==> config.mk <==
export PLATFORM = sky130hd
export DESIGN_NAME = timer_bank_flat
export DESIGN_NICKNAME = d
export VERILOG_FILES = /design/src/rtl/timer_bank_pkg.sv /design/src/rtl/timer_bank_if.sv /design/src/rtl/timer_channel.sv /design/src/rtl/timer_bank.sv /design/src/flat_wrapper.sv
export SDC_FILE = /design/constraint.sdc
export NUM_CORES = 1
export LEC_CHECK = 0
export ABC_CLOCK_PERIOD_IN_PS = 6700
export CAP_MARGIN = 25
export CORE_ASPECT_RATIO = 1.5
export CORE_MARGIN = 4
export CORE_UTILIZATION = 35
export CTS_CLUSTER_SIZE = 30
export DETAILED_ROUTE_END_ITERATION = 7
export PLACE_DENSITY = 0.55
export SYNTH_ARGS = -nofsm -noshare
export SYNTH_HDL_FRONTEND = slang
export SYNTH_SLANG_ARGS = --single-unit
export TNS_END_PERCENT = 10
==> constraint.sdc <==
create_clock -name clk -period 6.7 [get_ports clk]
set_clock_uncertainty 0.1 [all_clocks]
set_input_delay 0.67 -clock clk [delete_from_list [all_inputs] [get_ports clk]]
set_output_delay 0.67 -clock clk [all_outputs]
set_load 0.02 [all_outputs]
==> src/rtl/timer_bank_pkg.sv <==
// Shared constants for the timer bank: register offsets within a channel block
// and TCON bit positions.
package timer_bank_pkg;

  localparam logic [3:0]  OFF_TH    = 4'h0;
  localparam logic [3:0]  OFF_TL    = 4'h4;
  localparam logic [3:0]  OFF_TCON  = 4'h8;
  localparam logic [3:0]  OFF_PSC   = 4'hC;
  localparam int unsigned CH_STRIDE = 16;

  localparam int TCON_EN      = 0;
  localparam int TCON_IE      = 1;
  localparam int TCON_PEND    = 2;
  localparam int TCON_ONESHOT = 3;

endpackage

==> src/rtl/timer_bank_if.sv <==
// Processor-bus slave port of the timer bank. A write is accepted on every
// rising clk edge with wr=1; rdata is combinational and valid while rd=1.
interface timer_bank_if;

  logic        rd;
  logic        wr;
  logic [31:0] addr;
  logic [31:0] wdata;
  logic [31:0] rdata;

  modport master (output rd, output wr, output addr, output wdata, input rdata);
  modport slave  (input rd, input wr, input addr, input wdata, output rdata);

endinterface

==> src/rtl/timer_channel.sv <==
// One timer channel: reload/count/control/prescale registers, prescaler and
// overflow handling. Bus writes arrive as pre-decoded strobes.
module timer_channel
  import timer_bank_pkg::*;
#(
  parameter int CNT_W = 32,
  parameter int PSC_W = 16
) (
  input  logic             clk,
  input  logic             rst_n,
  input  logic             we_th,
  input  logic             we_tl,
  input  logic             we_tcon,
  input  logic             we_psc,
  input  logic             clr_pend,
  input  logic [31:0]      wdata,
  output logic [CNT_W-1:0] th_o,
  output logic [CNT_W-1:0] tl_o,
  output logic [3:0]       tcon_o,
  output logic [PSC_W-1:0] psc_o,
  output logic             pend_o
);

  logic [CNT_W-1:0] th_q, th_d, tl_q, tl_d;
  logic [PSC_W-1:0] psc_q, psc_d, pc_q, pc_d;
  logic             en_q, en_d, ie_q, ie_d, pend_q, pend_d, os_q, os_d;
  logic             tick, ovf;

  always_comb begin
    tick = en_q && (pc_q == psc_q);
    // A TL write in the same cycle suppresses both increment and overflow.
    ovf  = tick && !we_tl && (&tl_q);

    if (we_psc || !en_q || tick) pc_d = '0;
    else                         pc_d = pc_q + 1'b1;

    th_d  = we_th  ? wdata[CNT_W-1:0] : th_q;
    psc_d = we_psc ? wdata[PSC_W-1:0] : psc_q;

    if (we_tl)     tl_d = wdata[CNT_W-1:0];
    else if (ovf)  tl_d = th_q;
    else if (tick) tl_d = tl_q + 1'b1;
    else           tl_d = tl_q;

    ie_d = we_tcon ? wdata[TCON_IE]      : ie_q;
    os_d = we_tcon ? wdata[TCON_ONESHOT] : os_q;

    if (we_tcon)          en_d = wdata[TCON_EN];
    else if (ovf && os_q) en_d = 1'b0;
    else                  en_d = en_q;

    // Hardware set is applied last so it beats software clears in the same cycle.
    pend_d = pend_q;
    if (we_tcon)     pend_d = wdata[TCON_PEND];
    if (clr_pend)    pend_d = 1'b0;
    if (ovf && ie_q) pend_d = 1'b1;
  end

  always_ff @(posedge clk or negedge rst_n) begin
    if (!rst_n) begin
      th_q   <= '0;
      tl_q   <= '0;
      psc_q  <= '0;
      pc_q   <= '0;
      en_q   <= 1'b0;
      ie_q   <= 1'b0;
      pend_q <= 1'b0;
      os_q   <= 1'b0;
    end else begin
      th_q   <= th_d;
      tl_q   <= tl_d;
      psc_q  <= psc_d;
      pc_q   <= pc_d;
      en_q   <= en_d;
      ie_q   <= ie_d;
      pend_q <= pend_d;
      os_q   <= os_d;
    end
  end

  assign th_o   = th_q;
  assign tl_o   = tl_q;
  assign psc_o  = psc_q;
  assign tcon_o = {os_q, pend_q, ie_q, en_q};
  assign pend_o = pend_q;

endmodule

==> src/rtl/timer_bank.sv <==
// N independent timer channels behind one MMIO slave port, with a W1C global
// IRQ status register and a kernel-mode-masked interrupt line.
module timer_bank
  import timer_bank_pkg::*;
#(
  parameter int          N_CH      = 4,
  parameter int          CNT_W     = 32,
  parameter int          PSC_W     = 16,
  parameter logic [31:0] BASE_ADDR = 32'h4000_0100
) (
  input  logic            clk,
  input  logic            reset,
  timer_bank_if.slave     bus,
  input  logic            PC31,
  output logic            irqout,
  output logic [N_CH-1:0] irq_vec
);

  localparam logic [31:0] STAT_OFF = 32'(CH_STRIDE * N_CH);

  logic [31:0]      rel;
  logic [N_CH-1:0]  ch_sel;
  logic             stat_sel;
  logic [CNT_W-1:0] th_r   [N_CH];
  logic [CNT_W-1:0] tl_r   [N_CH];
  logic [3:0]       tcon_r [N_CH];
  logic [PSC_W-1:0] psc_r  [N_CH];

  assign rel      = bus.addr - BASE_ADDR;
  assign stat_sel = (rel == STAT_OFF);

  for (genvar k = 0; k < N_CH; k++) begin : g_ch
    // Offsets are matched exactly, so unaligned addresses decode as unmapped.
    assign ch_sel[k] = (rel[31:4] == 28'(k));

    timer_channel #(.CNT_W(CNT_W), .PSC_W(PSC_W)) u_ch (
      .clk      (clk),
      .rst_n    (reset),
      .we_th    (bus.wr && ch_sel[k] && (rel[3:0] == OFF_TH)),
      .we_tl    (bus.wr && ch_sel[k] && (rel[3:0] == OFF_TL)),
      .we_tcon  (bus.wr && ch_sel[k] && (rel[3:0] == OFF_TCON)),
      .we_psc   (bus.wr && ch_sel[k] && (rel[3:0] == OFF_PSC)),
      .clr_pend (bus.wr && stat_sel && bus.wdata[k]),
      .wdata    (bus.wdata),
      .th_o     (th_r[k]),
      .tl_o     (tl_r[k]),
      .tcon_o   (tcon_r[k]),
      .psc_o    (psc_r[k]),
      .pend_o   (irq_vec[k])
    );
  end

  always_comb begin
    bus.rdata = '0;
    if (bus.rd) begin
      if (stat_sel) bus.rdata = 32'(irq_vec);
      for (int k = 0; k < N_CH; k++) begin
        if (ch_sel[k]) begin
          case (rel[3:0])
            OFF_TH:   bus.rdata = 32'(th_r[k]);
            OFF_TL:   bus.rdata = 32'(tl_r[k]);
            OFF_TCON: bus.rdata = 32'(tcon_r[k]);
            OFF_PSC:  bus.rdata = 32'(psc_r[k]);
            default:  bus.rdata = '0;
          endcase
        end
      end
    end
  end

  assign irqout = ~PC31 & (|irq_vec);

endmodule

==> src/flat_wrapper.sv <==
// flat-port wrapper written by rule: the top's interface ports become plain ports
module timer_bank_flat import timer_bank_pkg::*;
#(
  parameter int          N_CH      = 4,
  parameter int          CNT_W     = 32,
  parameter int          PSC_W     = 16,
  parameter logic [31:0] BASE_ADDR = 32'h4000_0100
)
  (clk, reset, PC31, irqout, irq_vec, bus_rd, bus_wr, bus_addr, bus_wdata, bus_rdata);
  timer_bank_if bus_i ();
  input  logic clk;
  input  logic reset;
  input  logic PC31;
  output logic irqout;
  output logic [N_CH-1:0] irq_vec;
  input wire logic [$bits(bus_i.rd)-1:0] bus_rd;
  input wire logic [$bits(bus_i.wr)-1:0] bus_wr;
  input wire logic [$bits(bus_i.addr)-1:0] bus_addr;
  input wire logic [$bits(bus_i.wdata)-1:0] bus_wdata;
  output wire logic [$bits(bus_i.rdata)-1:0] bus_rdata;
  assign bus_i.rd = bus_rd;
  assign bus_i.wr = bus_wr;
  assign bus_i.addr = bus_addr;
  assign bus_i.wdata = bus_wdata;
  assign bus_rdata = bus_i.rdata;
  timer_bank #(.N_CH(N_CH), .CNT_W(CNT_W), .PSC_W(PSC_W), .BASE_ADDR(BASE_ADDR)) u_core (.clk(clk), .reset(reset), .bus(bus_i), .PC31(PC31), .irqout(irqout), .irq_vec(irq_vec));
endmodule
Word-level counts from Yosys, hierarchy flattened
Index checks and enable logic that the tools add are counted.
{"block": "totals", "regBits": 400, "latchBits": 0, "ramBits": 0, "rom_bits": 0, "in_bits": 69, "output_inout_bits": 37, "wordCells": 180, "memories": 0}
{"block": "op_classes", "addsub": 9, "mul": 0, "div_mod_pow": 0, "n_lt_le_gt_ge": 0, "eq_ne": 11, "shifts": 0, "muxes": 46, "bitwise_logic": 2, "reduce_logical": 80}
{"op": "$mux W32", "count": 17}
{"op": "$pmux W32 S4", "count": 4}
{"op": "$add A32 B1 Y32 const B", "count": 4}
{"op": "$reduce_and A32 Y1", "count": 4}
{"op": "$add A16 B1 Y16 const B", "count": 4}
{"op": "$eq A16 B16 Y1", "count": 4}
{"op": "$mux W16", "count": 4}
{"op": "$eq A28 B2 Y1 const B", "count": 2}
{"op": "$logic_and A1 B1 Y1", "count": 45}
{"op": "$eq A32 B7 Y1 const B", "count": 1}
{"op": "$sub A32 B31 Y32 const B", "count": 1}
{"op": "$eq A28 B1 Y1 const B", "count": 1}
{"op": "$logic_not A28 Y1", "count": 1}
{"op": "$reduce_bool A3 Y1", "count": 8}
{"op": "$mux W1", "count": 20}
{"op": "$eq A4 B4 Y1 const B", "count": 2}
{"op": "$logic_not A1 Y1", "count": 8}
{"op": "$logic_or A1 B1 Y1", "count": 8}
{"op": "$reduce_bool A2 Y1", "count": 4}
{"op": "$eq A4 B3 Y1 const B", "count": 1}
{"op": "$logic_not A4 Y1", "count": 1}
{"op": "$mux W4", "count": 1}
{"op": "$reduce_or A4 Y1", "count": 1}
{"op": "$and A1 B1 Y1", "count": 1}
{"op": "$not A1 Y1", "count": 1}

Logic depth before layout (Yosys ltp)
Gate-level depths: netlist of the first run.
{"block": "depth", "ltp_word": 10, "mapped_depth": 12, "depth_no_buf": 8}

Cells and area by module
Synthesis of the first run repeated with hierarchy kept, for this count alone.
{"block": "hier_totals", "cells_unflattened": 2502, "area_unflattened_um2": 24880.1}
{"mod": "timer_channel (u_core.g_ch[2].u_ch ...)", "n_inst": 2, "cells_per_inst": 520, "area_per_inst_um2": 5386.4}
{"mod": "timer_channel (u_core.g_ch[0].u_ch ...)", "n_inst": 2, "cells_per_inst": 489, "area_per_inst_um2": 5216.3}
{"mod": "timer_bank", "n_inst": 1, "cells_per_inst": 484, "area_per_inst_um2": 3674.8}

Worst setup path after synthesis of the first run
OpenSTA, ideal clock, no wires.
{"block": "synth_timing", "kind": "input to output", "from": "input bus_addr[10]", "to": "output bus_rdata[12]", "t_arrival_ns": 3.077, "required_ns": 5.930, "slack_ns": 2.853, "cell_stages": 11, "path_cell_list": "nor4_2 and4b_1 buf_2 o211ai_1 and2_4 buf_6 buf_8 nor4_4 buf_4 a22oi_1 a211oi_1"}
{"block": "synth_between", "elab_chain_len": 7}
{"element": "from (decl)", "line_no": "flat_wrapper.sv:18", "source": "input wire logic [$bits(bus_i.addr)-1:0] bus_addr;"}
{"element": "$sub A32 B31 Y32 (*)", "line_no": "timer_bank.sv:29", "source": "assign rel = bus.addr - BASE_ADDR;"}
{"element": "$logic_not A28 Y1", "line_no": "timer_bank.sv:34", "source": "assign ch_sel[k] = (rel[31:4] == 28'(k));"}
{"element": "$mux W32 (3 in a row)", "line_no": "timer_bank.sv:58", "source": "if (ch_sel[k]) begin"}
{"element": "$mux W32 (*)", "line_no": "timer_bank.sv:58"}
{"element": "$mux W32 (*)", "line_no": "timer_bank.sv:55", "source": "if (bus.rd) begin"}
{"element": "to (decl)", "line_no": "flat_wrapper.sv:20", "source": "output wire logic [$bits(bus_i.rdata)-1:0] bus_rdata;"}
Every way passes the cells marked *; elsewhere a longest branch is shown, timed or not.

Final worst setup path of the first run
{"block": "layout_timing", "from": "input bus_addr[10]", "to": "output bus_rdata[18]"}
Same word-level chain as after synthesis.

==> impl_metrics.tcl, run 1 <==
set metrics [dict create \
    period_minus_slack_ps 5570 \
    first_iter_violations 2116 \
    synth.area.mux_share 0.147 \
    slew_violations 0 \
    antenna_cells 0 \
    synth_fa_ha_area_frac 0.00414 \
    setup_tns_ps 0 \
    layout-drive-gt1-share 0.143 \
    power.leakage_nw 11.7 \
    cts_setup_buffers 0 \
    postSynth.asyncResetShare 1.00 \
    total_power_mw 5.24 \
    slew_headroom 0.251 \
    wl_um 90400 \
    syn-instance-count 2602 \
    cts.sinks 400 \
    synth-simple-area-share 0.187 \
    ys_warn_count 0 \
    hold_path.class "input pin to asynchronous set/reset pin" \
    highest_layer "met5" \
    drv_cap 0 \
    cts_resized 0 \
    ant_nets 0 \
    ys_seq_elements 400 \
    worst-endpoint-arrival_ps 4800 \
    required_ps 5930 \
    clockBufferDepth 3 \
    grt_max_degree 164 \
    grt_pass1_vias 20800 \
    cts_root_buf "clkbuf_16" \
    synth_top_family_by_area "simple AND/OR/NAND/NOR gates" \
    synthXorXnorAreaFrac 0.0478 \
    cts_hold_buf 0 \
    ys_types 73 \
    syn_area_mm2 0.0242 \
    post-route-period-util 0.832 \
    vias 21400 \
    nets 2674 \
    multi_input_area_mm2 0.0132 \
    drtPass1Iterations 6 \
    setup_ws_ps 1130 \
    chipHeight_um 330 \
    h-tree-depth 2 \
    avgSynthCellArea_um2 9.30 \
    critPathMaxFanout 20 \
    power.density_mw_per_mm2 191 \
    setup_viol 0 \
    ff_latch_area_mm2 0.0100 \
    clock.fmax_mhz 179 \
    grt_setup_unrepaired "no" \
    start_util 0.355 \
    syn_to_final_growth_pct 13.3 \
    nFillCells 6775 \
    wl_met3_um 5300 \
    track_usage 0.238 \
    io_pins 106 \
    dieArea_mm2 0.0735 \
    die_w_um 223 \
    ir_worst_vdd_mv 0.163 \
    hold_viol_final 0 \
    clkTransAtPathRegs_ps 60 \
    syn_nets 2679 \
    antenna_found_initial 1 \
    wl_per_cell_um 25.7 \
    numCtsBuffers 42 \
    synth.yosys.seq_area_share 0.414 \
    worstMarginPinSlew_ps 1120 \
    drc 0 \
    place_ws_ps 1250 \
    synth_top_flop_cell "dfrtp_1" \
    via_per_inst 6.07 \
    synth_edf_count 0 \
    overflow 0 \
    hpwl_um 65500 \
    crit_type "input pin to output port" \
    start_kind "input pin" \
    rows 117 \
    numPortBuffers 105 \
    grt_pass1_wl_um 134000 \
    core-area_mm2 0.0682 \
    crit_path_end_kind "output port" \
    dr_wl_met2_um 43000 \
    outcome "complete, no violations" \
    cts_tree "done" \
    wl_met1_um 33900 \
    clk_latency_ps 570 \
    globalplace.congestion 0.944 \
    synth_compound_area_frac 0.158 \
]
[layout make-up]
class / instances / area share
Clock buffer: 64 / 0.0484
Clock inverter: 11 / 0.00584
Inverter: 37 / 0.00507
Multi-Input combinational cell: 1969 / 0.483
Sequential cell: 400 / 0.365
Tap cell: 892 / 0.0407
Timing Repair Buffer: 147 / 0.0521
[flip-flops by register name, indices dropped and copies added, names as in the netlist]
name / count
u_core.g_ch.u_ch.th_o: 128
u_core.g_ch.u_ch.tl_o: 128
u_core.g_ch.u_ch.pc_q: 64
u_core.g_ch.u_ch.psc_o: 64
u_core.g_ch.u_ch.en_q: 4
u_core.g_ch.u_ch.ie_q: 4
u_core.g_ch.u_ch.os_q: 4
u_core.g_ch.u_ch.pend_o: 4
[cell usage after synthesis (34+ instances only)]
library cell | count | share of area
nand2_1 | 279 | 0.043
and3_1 | 48 | 0.012
inv_1 | 37 | 0.0057
nor3_1 | 52 | 0.011
a22oi_1 | 86 | 0.027
xnor2_1 | 63 | 0.023
nand4_1 | 54 | 0.014
dfrtp_1 | 400 | 0.41
mux2i_1 | 81 | 0.033
xor2_1 | 69 | 0.025
nand3_1 | 144 | 0.030
buf_2 | 34 | 0.0070
a21o_1 | 34 | 0.011
mux2_2 | 211 | 0.098
nor2_1 | 195 | 0.030
clkbuf_1 | 136 | 0.021
o21ai_0 | 178 | 0.037
a21oi_1 | 138 | 0.029
[where the power goes]
part | total (mW) | switching [mW] | internal, mW
clock | 2.55 | 1.03 | 1.52
combinational | 0.280 | 0.204 | 0.0754
sequential | 2.42 | 0.000321 | 2.42
[worst paths after layout]
path | startpoint | to | slack, ps | cells after the start
max in group asynchronous | reset | u_core.g_ch[2].u_ch.tl_o[30] | 4880 | 2
hold reg to reg | u_core.g_ch[0].u_ch.th_o[14] | u_core.g_ch[0].u_ch.th_o[14] | 420 | 1
setup / recovery | bus_addr[10] | bus_rdata[18] | 1130 | 9
min in group clk | u_core.g_ch[0].u_ch.th_o[14] | u_core.g_ch[0].u_ch.th_o[14] | 420 | 1
hold / removal | reset | u_core.g_ch[3].u_ch.pc_q[12] | 90 | 1
setup reg to reg | u_core.g_ch[1].u_ch.psc_o[11] | u_core.g_ch[1].u_ch.tl_o[4] | 3140 | 8
[placed cells by master, fill, tap and decap left out, types with 6 or more instances in the layout]
cell type,synthesis,final
nor4_1,29,28
nor2_1,195,190
nand4_1,54,54
mux2i_1,81,81
clkdlybuf4s50_1,0,102
clkbuf_16,0,45
o21ai_0,178,178
clkbuf_1,136,6
nand3b_1,6,6
dfrtp_1,400,400
a21oi_1,138,138
buf_4,9,38
o22ai_1,33,33
clkbuf_8,0,13
o41ai_1,6,6
inv_1,37,37
nand3_1,144,144
o221ai_1,16,16
or4_1,6,6
nor4_4,10,13
o2bb2ai_1,6,6
xor2_1,69,69
or3_1,8,8
and3_1,48,48
a211oi_1,31,31
a22oi_1,86,86
a31oi_1,21,21
ha_1,8,8
nor3_1,52,51
mux4_2,12,12
nand2_1,279,279
a41oi_1,7,7
and4_1,23,23
or2_2,8,8
xnor2_1,63,63
mux2_2,211,211
mux2_1,8,8
and2_1,11,12
a21o_1,34,34
[worst max-delay path, cell delays in order]
cell             delay, ps
clkdlybuf4s50_1        440
nor4_2                 360
and4b_1                400
o211ai_1               160
and2_4                 300
nor4_4                 750
nand2_1                560
o221ai_1               460
clkdlybuf4s50_1        680
[cell families after synthesis]
kind of cell	count (synthesis)
AND/OR/NAND/NOR	904
AO/OA/AOI/OAI	613
flip-flops	400
multiplexers	312
buffers and inverters	233
XOR/XNOR	132
adder cells (fa/ha/maj)	8
[layer usage]
metal	vias up	GRT usage
met3	273	0.0307
met5	-	0
met1	10600	0.281
met2	940	0.397
met4	2	0.178
li1	9502	-
[metrics by stage]
| stage | hold WS [ps] | instances | util | area, um2 |
|---|---|---|---|---|
| final | 92.4 | 3520 | 0.402 | 27400 |
| after global routing | 146 | 3520 | 0.402 | 27400 |
| after CTS | 106 | 3517 | 0.401 | 27400 |
| after detailed placement | 413 | 3442 | 0.379 | 25900 |
| after global placement | 395 | 3441 | 0.379 | 25900 |
| after floorplan | 274 | 2602 | - | 24200 |
(Power assumes the default switching activity.)
==> run 2: changes to the inputs <==
--- a/config.mk
+++ b/config.mk
@@ -5,14 +5,14 @@
 export SDC_FILE = /design/constraint.sdc
 export NUM_CORES = 1
 export LEC_CHECK = 0
-export ABC_CLOCK_PERIOD_IN_PS = 6700
+export ABC_CLOCK_PERIOD_IN_PS = 4960
 export CAP_MARGIN = 25
 export CORE_ASPECT_RATIO = 1.5
 export CORE_MARGIN = 4
 export CORE_UTILIZATION = 35
 export CTS_CLUSTER_SIZE = 30
 export DETAILED_ROUTE_END_ITERATION = 7
-export PLACE_DENSITY = 0.55
+export PLACE_DENSITY = 0.57
 export SYNTH_ARGS = -nofsm -noshare
 export SYNTH_HDL_FRONTEND = slang
 export SYNTH_SLANG_ARGS = --single-unit
==> constraint.sdc (replaced) <==
create_clock -name clk -period 4.96 [get_ports clk]
set_clock_uncertainty 0.1 [all_clocks]
set_input_delay 0.496 -clock clk [delete_from_list [all_inputs] [get_ports clk]]
set_output_delay 0.496 -clock clk [all_outputs]
set_load 0.02 [all_outputs]
==> run 2 against run 1 <==
Global-route usage decreased by 0.51 points. Total power increased by 33%. Largest power group unchanged. Core utilization increased by 0.15 points.
==> impl_metrics.tcl, run 2 (synthesis gave the netlist of run 1 again) <==
set metrics [dict create \
    outcome "complete, no violations" \
    power.density_mw_per_mm2 253 \
    power_frac_seq 0.469 \
    final_common_cell "dfrtp_1" \
    rows 117 \
    dieArea_mm2 0.0735 \
    clock.fmax_mhz 212 \
    r2r_setup_slack_ps 1710 \
    chipHeight_um 330 \
    critPathMaxFanout 6 \
    setup_ws_ps 242 \
    setup_tns_ps 0 \
    wl_um 88300 \
    swShare 0.245 \
    slew_headroom 0.218 \
    layout-drive-gt1-share 0.152 \
    worstMarginPinSlew_ps 1170 \
    drv_cap 0 \
    antenna_cells 0 \
    clk_latency_ps 580 \
    syn_to_final_growth_pct 13.7 \
    slew_violations 0 \
    drtPass1Iterations 6 \
    overflow 0 \
    nets 2699 \
    clockBufferDepth 3 \
    slowest_stage "clkdlybuf4s50_1" \
    placed_cell_area_mm2 0.0261 \
    period_minus_slack_ps 4720 \
    via_per_inst 6.01 \
    clkPwrFrac 0.474 \
    start_util 0.355 \
    post-route-period-util 0.951 \
    drc 0 \
    cts_tree "done" \
    core-area_mm2 0.0682 \
    hpwl_um 63600 \
    cts.sinks 400 \
    timing.rr.end "u_core.g_ch[2].u_ch.tl_o[4]" \
    crit_path_end_kind "output port" \
    numPortBuffers 105 \
    final_cell_mix "dfrtp_1, nand2_1, mux2_2" \
    power.switching_mw 1.70 \
    globalplace.congestion 0.936 \
    p_comb_frac 0.057 \
    r2r_cells 8 \
    start_kind "input pin" \
    grt_max_degree 115 \
    cpLargestDelayFamily "simple AND/OR/NAND/NOR gates" \
    crit_top_cell "clkdlybuf4s50_1" \
    setup_viol 0 \
    grt_setup_unrepaired "no" \
    numCtsBuffers 43 \
    hold_path.class "input pin to asynchronous set/reset pin" \
    grt_pass1_vias 21100 \
    max_stage_delay_ps 740 \
    track_usage 0.233 \
    die_w_um 223 \
    vias 21300 \
    wl_per_cell_um 24.9 \
    p_int_mw 5.25 \
    antenna_found_initial 1 \
    path_cells "clkdlybuf4s50_1, nor4_2, nand2_1, nor4_1, and4_1, a22oi_1, o22a_1, nor3_1, clkdlybuf4s50_1" \
    cts_root_buf "clkbuf_16" \
    required_ps 4360 \
    hold_viol_final 0 \
    first_iter_violations 2158 \
    worst-endpoint-arrival_ps 4120 \
    ant_nets 0 \
    clkTransAtPathRegs_ps 60 \
    crit_type "input pin to output port" \
    grt_pass1_wl_um 133000 \
    design_area_mm2 0.0275 \
    io_pins 106 \
    place_ws_ps 107 \
    worst-path-buf-inv 2 \
    ir_worst_vdd_mv 0.204 \
    h-tree-depth 2 \
    timing.rr.start "u_core.g_ch[2].u_ch.psc_o[11]" \
    power.leakage_nw 11.8 \
]
-- run 2: cell types whose count changed in the layout (fill, tap and decap cells not counted), moves of 3 or more --
cell | before | now
buf_12 | 1 | 7
buf_4 | 38 | 63
clkbuf_1 | 6 | 9
clkbuf_8 | 13 | 8
clkdlybuf4s50_1 | 102 | 98
clkinv_2 | 5 | 9
-- run 2: power by group through the flow --
| stage | Sequential (mW) | Combinational [mW] | Clock, mW |
|---|---|---|---|
| after global placement | 3.32 | 0.395 | 0 |
| final | 3.26 | 0.396 | 3.29 |
| after detailed placement | 3.32 | 0.397 | 0 |
| after floorplan | 3.32 | 0.127 | 0 |
| after CTS | 3.26 | 0.398 | 3.35 |
| after global routing | 3.26 | 0.416 | 3.46 |
-- run 2: layout make-up --
cell class / count / area, um2
clock buffer: 62 / 1270
clock inverter: 14 / 128
fill: 6744 / 40700
inverter: 37 / 139
multi-input combinational: 1969 / 13200
sequential: 400 / 10000
tap: 892 / 1120
timing repair buffer: 171 / 1620
-- run 2: how the worst max path moves through the flow --
stage	start	to	slack (ps)	cells after the start
global route	bus_addr[19]	bus_rdata[15]	50	10
detailed placement	bus_addr[10]	bus_rdata[17]	110	9
finish	bus_addr[19]	bus_rdata[3]	240	9
CTS	bus_addr[10]	bus_rdata[17]	100	9
global placement	bus_addr[10]	bus_rdata[21]	250	9
floorplan	bus_addr[10]	bus_rdata[12]	1460	11
-- run 2: what timing repair did --
item | in CTS | in global routing
hold buffers | 1 | 0
buffers inserted | 0 | 0
endpoints found under the setup margin | 0 | 16
endpoints found under the hold margin | 101 | 0
resized for setup | 0 | 1
-- run 2: worst reg2reg max path, stage by stage, from the launching register on --
cell     delay [ps]
dfrtp_1         430
xnor2_1         210
nand4_1         140
or4_1           660
nor2_2          820
buf_4           350
nand4_1         150
mux2i_1         160
o21ai_0          90
-- run 2: routing by layer --
metal | vias to the layer above | share of wire | GRT usage
li1 | 9534 | - | -
met1 | 10700 | 0.39 | 0.285
met2 | 859 | 0.47 | 0.390
met3 | 244 | 0.055 | 0.0276
met4 | 0 | 0.078 | 0.153
met5 | - | 0 | 0
-- run 2: through the flow --
stage          hold slack (ps)  utilization  std cells  power [mW]
2_1_floorplan              100            -       2602        3.45
3_3_place_gp               395        0.383       3468        3.72
3_5_place_dp               409        0.383       3468        3.72
4_1_cts                    423        0.403       3545        7.01
5_1_grt                    440        0.403       3545        7.14
6_report                   406        0.403       3545        6.95
==> run 3: changes to the inputs <==
--- a/config.mk
+++ b/config.mk
@@ -12,6 +12,7 @@
 export CORE_UTILIZATION = 35
 export CTS_CLUSTER_SIZE = 30
 export DETAILED_ROUTE_END_ITERATION = 7
+export MAX_ROUTING_LAYER = met4
 export PLACE_DENSITY = 0.57
 export SYNTH_ARGS = -nofsm -noshare
 export SYNTH_HDL_FRONTEND = slang
==> run 3 against run 2 <==
Combinational power is 2% higher. Worst setup slack worse by 4.6 ps. Worst hold slack worse by 70 ps. Clock-buffer cell count is 2 higher. Sequential share of layout area is 0.13 points lower. Cell count hardly changed. First-iteration DRC count is 5.9% higher. Critical path type unchanged. Critical endpoint is now bus_rdata[7]. Largest cell class unchanged.
==> impl_metrics.tcl, run 3 (synthesis gave the netlist of run 1 again) <==
set metrics [dict create \
    setup_tns_ps 0 \
    grt_pass1_wl_um 136000 \
    hold_viol_final 0 \
    h-tree-depth 2 \
    clkPwrFrac 0.486 \
    multi_input_area_mm2 0.0132 \
    cts_setup_buffers 0 \
    clk_latency_ps 600 \
    slew_headroom 0.219 \
    wl_met1_um 35600 \
    cts_root_buf "clkbuf_16" \
    dr_wl_met2_um 44100 \
    start_util 0.355 \
    antenna_found_initial 1 \
    worstMarginPinSlew_ps 1170 \
    clock.fmax_mhz 212 \
    layout-drive-gt1-share 0.152 \
    clockBufferDepth 3 \
    critPathMaxFanout 16 \
    setup_viol 0 \
    first_iter_violations 2286 \
    cts_resized 0 \
    nFillCells 6757 \
    drv_cap 0 \
    grt_pass1_vias 21100 \
    cp-endpoint "bus_rdata[7]" \
    hpwl_um 65000 \
    post-route-period-util 0.952 \
    die_w_um 223 \
    globalplace.congestion 0.959 \
    grt_setup_unrepaired "no" \
    hold_path.class "input pin to asynchronous set/reset pin" \
    track_usage 0.248 \
    required_ps 4360 \
    ff_latch_area_mm2 0.0100 \
    drc 0 \
    numCtsBuffers 43 \
    numPortBuffers 105 \
    start_kind "input pin" \
    cts.sinks 400 \
    syn_to_final_growth_pct 14.1 \
    via_per_inst 5.99 \
    dieArea_mm2 0.0735 \
    final_common_cell "dfrtp_1" \
    timing.rr.start "u_core.g_ch[3].u_ch.tl_o[14]" \
    wl_met3_um 5030 \
    power.leakage_nw 11.9 \
    chipHeight_um 330 \
    final_cell_mix "dfrtp_1, nand2_1, mux2_2" \
    ant_nets 0 \
    p_int_mw 5.40 \
    drtPass1Iterations 7 \
    clkTransAtPathRegs_ps 60 \
    p_comb_frac 0.056 \
    slew_violations 0 \
    r2r_cells 7 \
    total_power_mw 7.13 \
    crit_type "input pin to output port" \
    core-area_mm2 0.0682 \
    crit_path_start "bus_addr[19]" \
    r2r_setup_slack_ps 1770 \
    highest_layer "met4" \
    overflow 0 \
    power.switching_mw 1.73 \
    vias 21300 \
    power_frac_seq 0.457 \
    wl_um 90800 \
    io_pins 106 \
    swShare 0.243 \
    nets 2698 \
    outcome "complete, no violations" \
    timing.rr.end "u_core.g_ch[3].u_ch.tl_o[23]" \
    worst-endpoint-arrival_ps 4130 \
    cts_tree "done" \
    cts_hold_buf 1 \
    period_minus_slack_ps 4720 \
    grt_max_degree 145 \
    power.density_mw_per_mm2 258 \
    rows 117 \
    wl_per_cell_um 25.6 \
    crit_path_end_kind "output port" \
    ir_worst_vdd_mv 0.255 \
]
-- run 3: cell types whose count changed in the layout (fill, tap and decap cells not counted) --
cell / delta
bufinv_16: +2
buf_12: +1
nand3_2: -1
clkbuf_1: -2
clkbuf_8: +5
clkinv_8: +1
diode_2: +1
buf_4: -2
clkinvlp_4: -1
clkbuf_16: -1
inv_6: +1
nand3_1: +1
clkinv_2: -3
-- run 3: how the worst min path moves through the flow --
stage / slack [ps] / cells after the start / to
floorplan: 100 / 0 / u_core.g_ch[0].u_ch.en_q
global placement: 370 / 1 / u_core.g_ch[2].u_ch.pc_q[0]
detailed placement: 370 / 1 / u_core.g_ch[2].u_ch.pc_q[1]
CTS: 330 / 2 / u_core.g_ch[2].u_ch.pc_q[2]
global route: 370 / 2 / u_core.g_ch[0].u_ch.pc_q[5]
finish: 340 / 2 / u_core.g_ch[0].u_ch.pc_q[13]
-- run 3: power groups by stage --
stage,Combinational [mW],Clock [mW],Sequential [mW]
global placement,0.402,0,3.32
finish,0.402,3.47,3.26
CTS,0.405,3.54,3.26
detailed placement,0.404,0,3.32
global route,0.422,3.65,3.26
floorplan,0.127,0,3.32
-- run 3: per-stage QoR --
stage | hold slack, ps | instances | instance area (um2) | setup WS, ps | util
floorplan | 100 | 2602 | 24200 | 1460 | -
global placement | 367 | 3467 | 26100 | 427 | 0.383
detailed placement | 374 | 3467 | 26100 | 325 | 0.383
CTS | 329 | 3546 | 27600 | 322 | 0.405
global route | 368 | 3547 | 27600 | 59.2 | 0.405
finish | 336 | 3547 | 27600 | 237 | 0.405
-- run 3: layout make-up --
type | instances | share of cell area
multi-input combinational | 1969 | 0.479
tap | 892 | 0.0404
sequential | 400 | 0.362
clock inverter | 14 | 0.00688
clock buffer | 64 | 0.0473
timing repair buffer | 170 | 0.0590
inverter | 37 | 0.00503
antenna | 1 | 0.0000906
-- run 3: routing by layer --
layer | track usage | vias up
met5 | - | -
met4 | 0.138 | 0
met3 | 0.0320 | 217
met1 | 0.295 | 10600
li1 | - | 9555
met2 | 0.411 | 869
-- run 3: worst max-delay path, cell delays in order --
cell	delay, ps
clkdlybuf4s50_1	410
nor4_2	330
nand2_1	190
or3_1	570
or2_1	480
nand2b_1	540
a21oi_1	290
a211oi_1	100
buf_4	170
clkdlybuf4s50_1	540
